## config.mk

```make
export PLATFORM = sky130hd
export DESIGN_NAME = echo_selftest
export DESIGN_NICKNAME = d
export VERILOG_FILES = /design/src/rtl/echo_selftest.sv
export SDC_FILE = /design/constraint.sdc
export NUM_CORES = 1
export LEC_CHECK = 0
export ABC_AREA = 1
export BUFFER_PORTS_ARGS = -buffer_cell sky130_fd_sc_hd__buf_2
export CORE_UTILIZATION = 51
export DETAILED_ROUTE_END_ITERATION = 8
export PLACE_DENSITY = 0.76
export SKIP_LAST_GASP = 1
export SYNTH_ARGS = -nofsm -noshare
export SYNTH_HDL_FRONTEND = slang
export SYNTH_SLANG_ARGS = --single-unit
```

## constraint.sdc

```tcl
create_clock -name clk -period 1.48 [get_ports clk]
set_input_delay 0.222 -clock clk [delete_from_list [all_inputs] [get_ports clk]]
set_output_delay 0.222 -clock clk [all_outputs]
set_load 0.01 [all_outputs]
```

## src/rtl/echo_selftest.sv

```systemverilog
// echo_selftest
//   Self-test sequencer for the UART echo path. After start it waits a settle
//   period and then sends NUM_WORDS patterned words, one at a time, on a
//   valid/ready TX port. After each word it waits, with a timeout, for the
//   echo on the RX strobe port and compares it with the word that was sent.
//   The block can drive a simulation bench or check an on-board loopback.
//
// Ports
//   clk           clock
//   rst           synchronous active-high reset, overrides i_start
//   i_start       one-cycle run request, honoured only in IDLE or DONE
//   o_tx_data     word being offered, registered
//   o_tx_valid    o_tx_data valid, registered, held until i_tx_ready
//   i_tx_ready    sink takes o_tx_data this cycle when o_tx_valid=1
//   i_rx_data     echoed word
//   i_rx_valid    one-cycle strobe qualifying i_rx_data
//   o_busy        run in progress (WAIT/SEND/RECV)
//   o_done        run finished (DONE)
//   o_pass        valid while o_done; 1 when no errors were counted
//   o_err_count   errors this run, saturating
//   o_word_count  words retired this run (matched, mismatched or lost)
//
// state  | meaning
// IDLE   | out of reset, waiting for start
// WAIT   | settle period before the first word
// SEND   | offering the current pattern on TX
// RECV   | waiting for the echo of the word just sent, with timeout
// DONE   | run finished, counters frozen, waiting for a new start

module echo_selftest #(
  parameter int                DATA_W      = 8,
  parameter int                NUM_WORDS   = 16,
  parameter int                WAIT_CYCLES = 10,
  parameter int                TIMEOUT     = 1023,
  parameter logic [DATA_W-1:0] SEED        = 8'h41,
  parameter int                MODE        = 0
) (
  input  logic                          clk,
  input  logic                          rst,
  input  logic                          i_start,
  output logic [DATA_W-1:0]             o_tx_data,
  output logic                          o_tx_valid,
  input  logic                          i_tx_ready,
  input  logic [DATA_W-1:0]             i_rx_data,
  input  logic                          i_rx_valid,
  output logic                          o_busy,
  output logic                          o_done,
  output logic                          o_pass,
  output logic [$clog2(NUM_WORDS+2):0]  o_err_count,
  output logic [$clog2(NUM_WORDS+2):0]  o_word_count
);

  localparam int CW = $clog2(NUM_WORDS + 2) + 1;
  localparam int WW = (WAIT_CYCLES > 1) ? $clog2(WAIT_CYCLES) : 1;
  localparam int TW = $clog2(TIMEOUT + 1);

  // The settle counter counts down from WAIT_CYCLES-1 so WAIT lasts exactly
  // WAIT_CYCLES cycles; the timeout counter counts up from 0 so RECV lasts
  // at most TIMEOUT cycles.
  localparam logic [WW-1:0] WAIT_LOAD  = WW'((WAIT_CYCLES > 0) ? WAIT_CYCLES - 1 : 0);
  localparam logic [TW-1:0] TO_LAST    = TW'(TIMEOUT - 1);
  localparam logic [CW-1:0] WORDS_LAST = CW'(NUM_WORDS);

  typedef enum logic [2:0] {
    S_IDLE,
    S_WAIT,
    S_SEND,
    S_RECV,
    S_DONE
  } state_t;

  state_t              r_state;
  state_t              w_state_nxt;

  logic [DATA_W-1:0]   r_pattern;
  logic [DATA_W-1:0]   r_expected;
  logic                r_tx_valid;
  logic [WW-1:0]       r_wait_cnt;
  logic [TW-1:0]       r_to_cnt;
  logic [CW-1:0]       r_err_count;
  logic [CW-1:0]       r_word_count;

  logic                w_start_ok;
  logic                w_accept;
  logic                w_expire;
  logic                w_rx_event;
  logic                w_err_hit;
  logic                w_last;
  logic [CW-1:0]       w_wc_inc;
  logic [DATA_W-1:0]   w_pattern_nxt;

  assign w_start_ok = i_start && ((r_state == S_IDLE) || (r_state == S_DONE));
  assign w_accept   = (r_state == S_SEND) && r_tx_valid && i_tx_ready;
  assign w_expire   = (r_state == S_RECV) && (r_to_cnt == TO_LAST);
  // An echo landing on the expiry cycle is a received word, not a loss.
  assign w_rx_event = (r_state == S_RECV) && (i_rx_valid || w_expire);
  assign w_wc_inc   = r_word_count + 1'b1;
  assign w_last     = (w_wc_inc == WORDS_LAST);

  always_comb begin
    w_err_hit = 1'b0;
    case (r_state)
      S_RECV:         w_err_hit = i_rx_valid ? (i_rx_data != r_expected) : w_expire;
      S_WAIT, S_SEND: w_err_hit = i_rx_valid;
      default:        w_err_hit = 1'b0;
    endcase
  end

  always_comb begin
    w_pattern_nxt = r_pattern + 1'b1;
    if (MODE == 1) begin
      w_pattern_nxt = (r_pattern << 1) | (r_pattern >> (DATA_W - 1));
    end
  end

  // State register
  always_ff @(posedge clk) begin
    if (rst) begin
      r_state <= S_IDLE;
    end else begin
      r_state <= w_state_nxt;
    end
  end

  // Next-state logic
  always_comb begin
    w_state_nxt = r_state;
    case (r_state)
      S_IDLE, S_DONE: begin
        if (i_start) begin
          w_state_nxt = (WAIT_CYCLES == 0) ? S_SEND : S_WAIT;
        end
      end
      S_WAIT: begin
        if (r_wait_cnt == '0) begin
          w_state_nxt = S_SEND;
        end
      end
      S_SEND: begin
        if (w_accept) begin
          w_state_nxt = S_RECV;
        end
      end
      S_RECV: begin
        if (w_rx_event) begin
          w_state_nxt = w_last ? S_DONE : S_SEND;
        end
      end
      default: w_state_nxt = S_IDLE;
    endcase
  end

  // Outputs decoded from state
  always_comb begin
    o_busy = 1'b0;
    o_done = 1'b0;
    o_pass = 1'b0;
    case (r_state)
      S_WAIT, S_SEND, S_RECV: o_busy = 1'b1;
      S_DONE: begin
        o_done = 1'b1;
        o_pass = (r_err_count == '0);
      end
      default: ;
    endcase
  end

  // Datapath: pattern, counters and the registered TX handshake
  always_ff @(posedge clk) begin
    if (rst) begin
      r_pattern    <= '0;
      r_expected   <= '0;
      r_tx_valid   <= 1'b0;
      r_wait_cnt   <= '0;
      r_to_cnt     <= '0;
      r_err_count  <= '0;
      r_word_count <= '0;
    end else begin
      // Valid tracks the state we are entering, so it is high on the first
      // SEND cycle and drops on the cycle after the accept.
      r_tx_valid <= (w_state_nxt == S_SEND);

      if (w_start_ok) begin
        r_err_count  <= '0;
        r_word_count <= '0;
        r_pattern    <= SEED;
        r_wait_cnt   <= WAIT_LOAD;
      end else begin
        if (w_err_hit && !(&r_err_count)) begin
          r_err_count <= r_err_count + 1'b1;
        end

        if ((r_state == S_WAIT) && (r_wait_cnt != '0)) begin
          r_wait_cnt <= r_wait_cnt - 1'b1;
        end

        if (w_accept) begin
          r_expected <= r_pattern;
          r_to_cnt   <= '0;
        end else if (r_state == S_RECV) begin
          r_to_cnt <= r_to_cnt + 1'b1;
        end

        if (w_rx_event) begin
          r_word_count <= w_wc_inc;
          r_pattern    <= w_pattern_nxt;
        end
      end
    end
  end

  assign o_tx_data    = r_pattern;
  assign o_tx_valid   = r_tx_valid;
  assign o_err_count  = r_err_count;
  assign o_word_count = r_word_count;

endmodule

```

==> impl_metrics.yaml <==
drt:
  drt_wl_total_um: 5910
  detail_route.wl_per_cell_um: 12.7
  first_pass_iters: 4
  vias: 2435
  ant_nets: 0
  drt-initial-drc-count: 159
  route.detailed.drc: 0
  viasPerCell: 5.25
synth:
  synth_area_sq_um: 2370
  synth_top_area_share_pct: 38.9
  ys_types: 31
  avgSynthCellArea_sq_um: 7.07
  ys_seq_elements: 46
  synth_area_leader_cell: "dfxtp_1"
  synthCells: 335
  synth_nets: 355
  synth-seq-area-share_pct: 38.9
  ys_top_cells_by_area: "dfxtp_1 39%, nand2_1 9.4%, a21oi_1 8.5%"
  ys_warn_count: 0
finish:
  layout_commonest_cell: "nand2_1"
  final-seq-area_sq_um: 938
  fill_cells: 343
  nNetsFinal: 431
  area_growth_pct: 34.5
  multi_input_area_sq_um: 1410
  drive_gt1_share_pct: 32.5
  antenna_cells: 0
  stdcell_count: 464
  layout_common_cells: "53 x nand2_1, 44 x inv_1, 38 x dfxtp_1"
global_routing:
  grt_max_degree: 18
  use_met2_pct: 39.4
  antenna_found_initial: 0
  grt_pass1_wl_um: 9490
  grt.busiest_layer: "met2"
  met1_usage_pct: 30.4
  grt_pass1_vias: 2208
  grt_remaining_overflow: 0
  grt.total_usage_pct: 24.1
  use_met3_pct: 6.49
cts:
  cts_made_buffers: 5
  clk_path_buf_depth: 2
  clk_latency_ns: 0.30
  cts_sinks: 46
  clkTransAtPathRegs_ns: 0.08
  htreeDepth: 2
  cts_tree: "done"
  root_buffer: "clkbuf_8"
  ctsHoldBuffers: 0
place:
  hpwl_um: 4120
  io_buffers: 36
  gp_congestion: 0.832
  place_inst: 447
  dp_slack_ns: -0.106
setup_path:
  crit_required_ns: 1.70
  cp-end-kind: "flip-flop"
  criticalPathCategory: "reg -> reg"
  worstPathArrival_ns: 1.82
  cp_max_fo: 7
  start_kind: "flip-flop"
  reg2reg_depth: 11
floorplan:
  initial_core_util_pct: 53.6
  num_rows: 24
  die_y_um: 70.1
  io_pins: 37
  die_x_um: 70.1
  dieArea_sq_um: 4920
  core_region_area_sq_um: 4410
outcome:
  outcome: "complete, but fails checks"
  violations: "setup timing"
sta:
  worst_pin_slew_ns: 0.377
  slew_viol_final: 0
  finalHoldViolations: 0
  setup_violations: 19
  worst_slack_ns: -0.119
  rsz0062_at_grt: "true"
  fin_crit_sh_pct: 108
  fmax_mhz: 626
  skew_ns: 0.00239
  max_slew_margin_pct: 74.8
  period_needed_ns: 1.60
flow_run:
  drv_cap: 0
worst_hold_path:
  holdPathStages: 4
  holdCritPathClass: "in -> reg"
power:
  p_leak_nw: 1.40
  cellPowerDensity_nw_per_um2: 795
  ir_drop_mv: 0.673
==> cell families (layout without fill, tap and decap cells) <==
kind of cell	after synthesis	count (layout)	share of synthesized area (%)
AO/OA/AOI/OAI	67	67	15.2
XOR/XNOR	13	13	4.81
adder cells (fa/ha/maj)	7	7	3.70
buffers and inverters	55	132	9.25
flip-flops	46	46	38.9
AND/OR/NAND/NOR	147	147	28.2
==> critical path, stage by stage (launching register included) <==
cell and delay (ns):
dfxtp_4 0.35, inv_2 0.06, ha_4 0.12, inv_2 0.03
nor2_2 0.09, nand3_2 0.11, a21oi_4 0.19, buf_12 0.15
nand2_4 0.06, nand2_8 0.10, nand3_1 0.08, a21oi_1 0.19
==> path summary, 6_finish.rpt <==
check                start        endpoint  slack, ns
max reg2reg    r_to_cnt[0]  o_err_count[4]      -0.12
min reg2reg  r_expected[3]   r_expected[3]       0.48
min                i_start      r_state[2]       0.18
max            r_to_cnt[0]  o_err_count[4]      -0.12
==> final cells by class <==
type	instances	area share (%)
Sequential cell	46	29.5
Tap cell	52	2.04
Timing Repair inverter	1	0.236
Clock buffer	8	2.51
Inverter	50	5.97
Multi-Input combinational cell	234	44.2
Timing Repair Buffer	73	15.5
==> power breakdown <==
part	leakage, nW	internal [W]	switching, W
Sequential	0.377	0.00128	0.0000418
Combinational	0.981	0.000198	0.000273
Clock	0.0395	0.000336	0.000408
==> timing repair <==
action | 4_1_cts | 5_1_grt
gates cloned | 1 | 0
buffers inserted | 3 | 5
setup endpoints to repair | 14 | 33
pin swaps | 6 | 15
gates resized for setup | 24 | 31
==> sequential cells by signal, indices dropped and copies added, names as in the netlist <==
register      cells
o_err_count       6
o_tx_data         8
o_tx_valid        1
o_word_count      6
r_expected        8
r_state           3
r_to_cnt         10
r_wait_cnt        4
==> metal layers <==
layer | vias to the layer above | wire length, um | part of all wire (%)
li1 | 1249 | - | -
met1 | 1111 | 2660 | 45
met2 | 60 | 2880 | 49
met3 | 15 | 237 | 4.0
met4 | 0 | 126 | 2.1
met5 | - | 0 | 0
==> cell usage after synthesis <==
| cell type | number |
|---|---|
| nor2_1 | 33 |
| clkbuf_1 | 2 |
| nand2_2 | 4 |
| nor2_2 | 3 |
| buf_2 | 1 |
| nand3_2 | 1 |
| nor3_1 | 12 |
| inv_2 | 2 |
| nand2_1 | 59 |
| o21ai_0 | 21 |
| nand2_4 | 2 |
| or2_2 | 1 |
| buf_4 | 1 |
| o21a_1 | 2 |
| and3_1 | 3 |
| nand3b_1 | 1 |
| a21oi_1 | 40 |
| a31oi_1 | 1 |
| nor3b_1 | 2 |
| buf_6 | 1 |
| ha_1 | 7 |
| xnor2_1 | 6 |
| o21bai_1 | 1 |
| a31o_2 | 1 |
| dfxtp_1 | 46 |
| xor2_1 | 7 |
| nand4_1 | 5 |
| inv_1 | 48 |
| a21oi_4 | 1 |
| or2_0 | 1 |
| nand3_1 | 20 |
==> stage by stage <==
step / hold WS, ns / TNS, ns / area [sq um] / utilization [%] / total power (W)
after global routing: 0.176 / -2.89 / 3180 / 72.1 / 0.00266
after detailed placement: 0.469 / -0.821 / 2830 / 64.1 / 0.00172
after CTS: 0.168 / -0.302 / 3030 / 68.7 / 0.00248
final: 0.175 / -0.893 / 3180 / 72.1 / 0.00253
after floorplan: 0.395 / 0 / 2390 / - / 0.00156
after global placement: 0.453 / -0.101 / 2830 / 64.1 / 0.00170
Power figures use the tool's default switching activity.
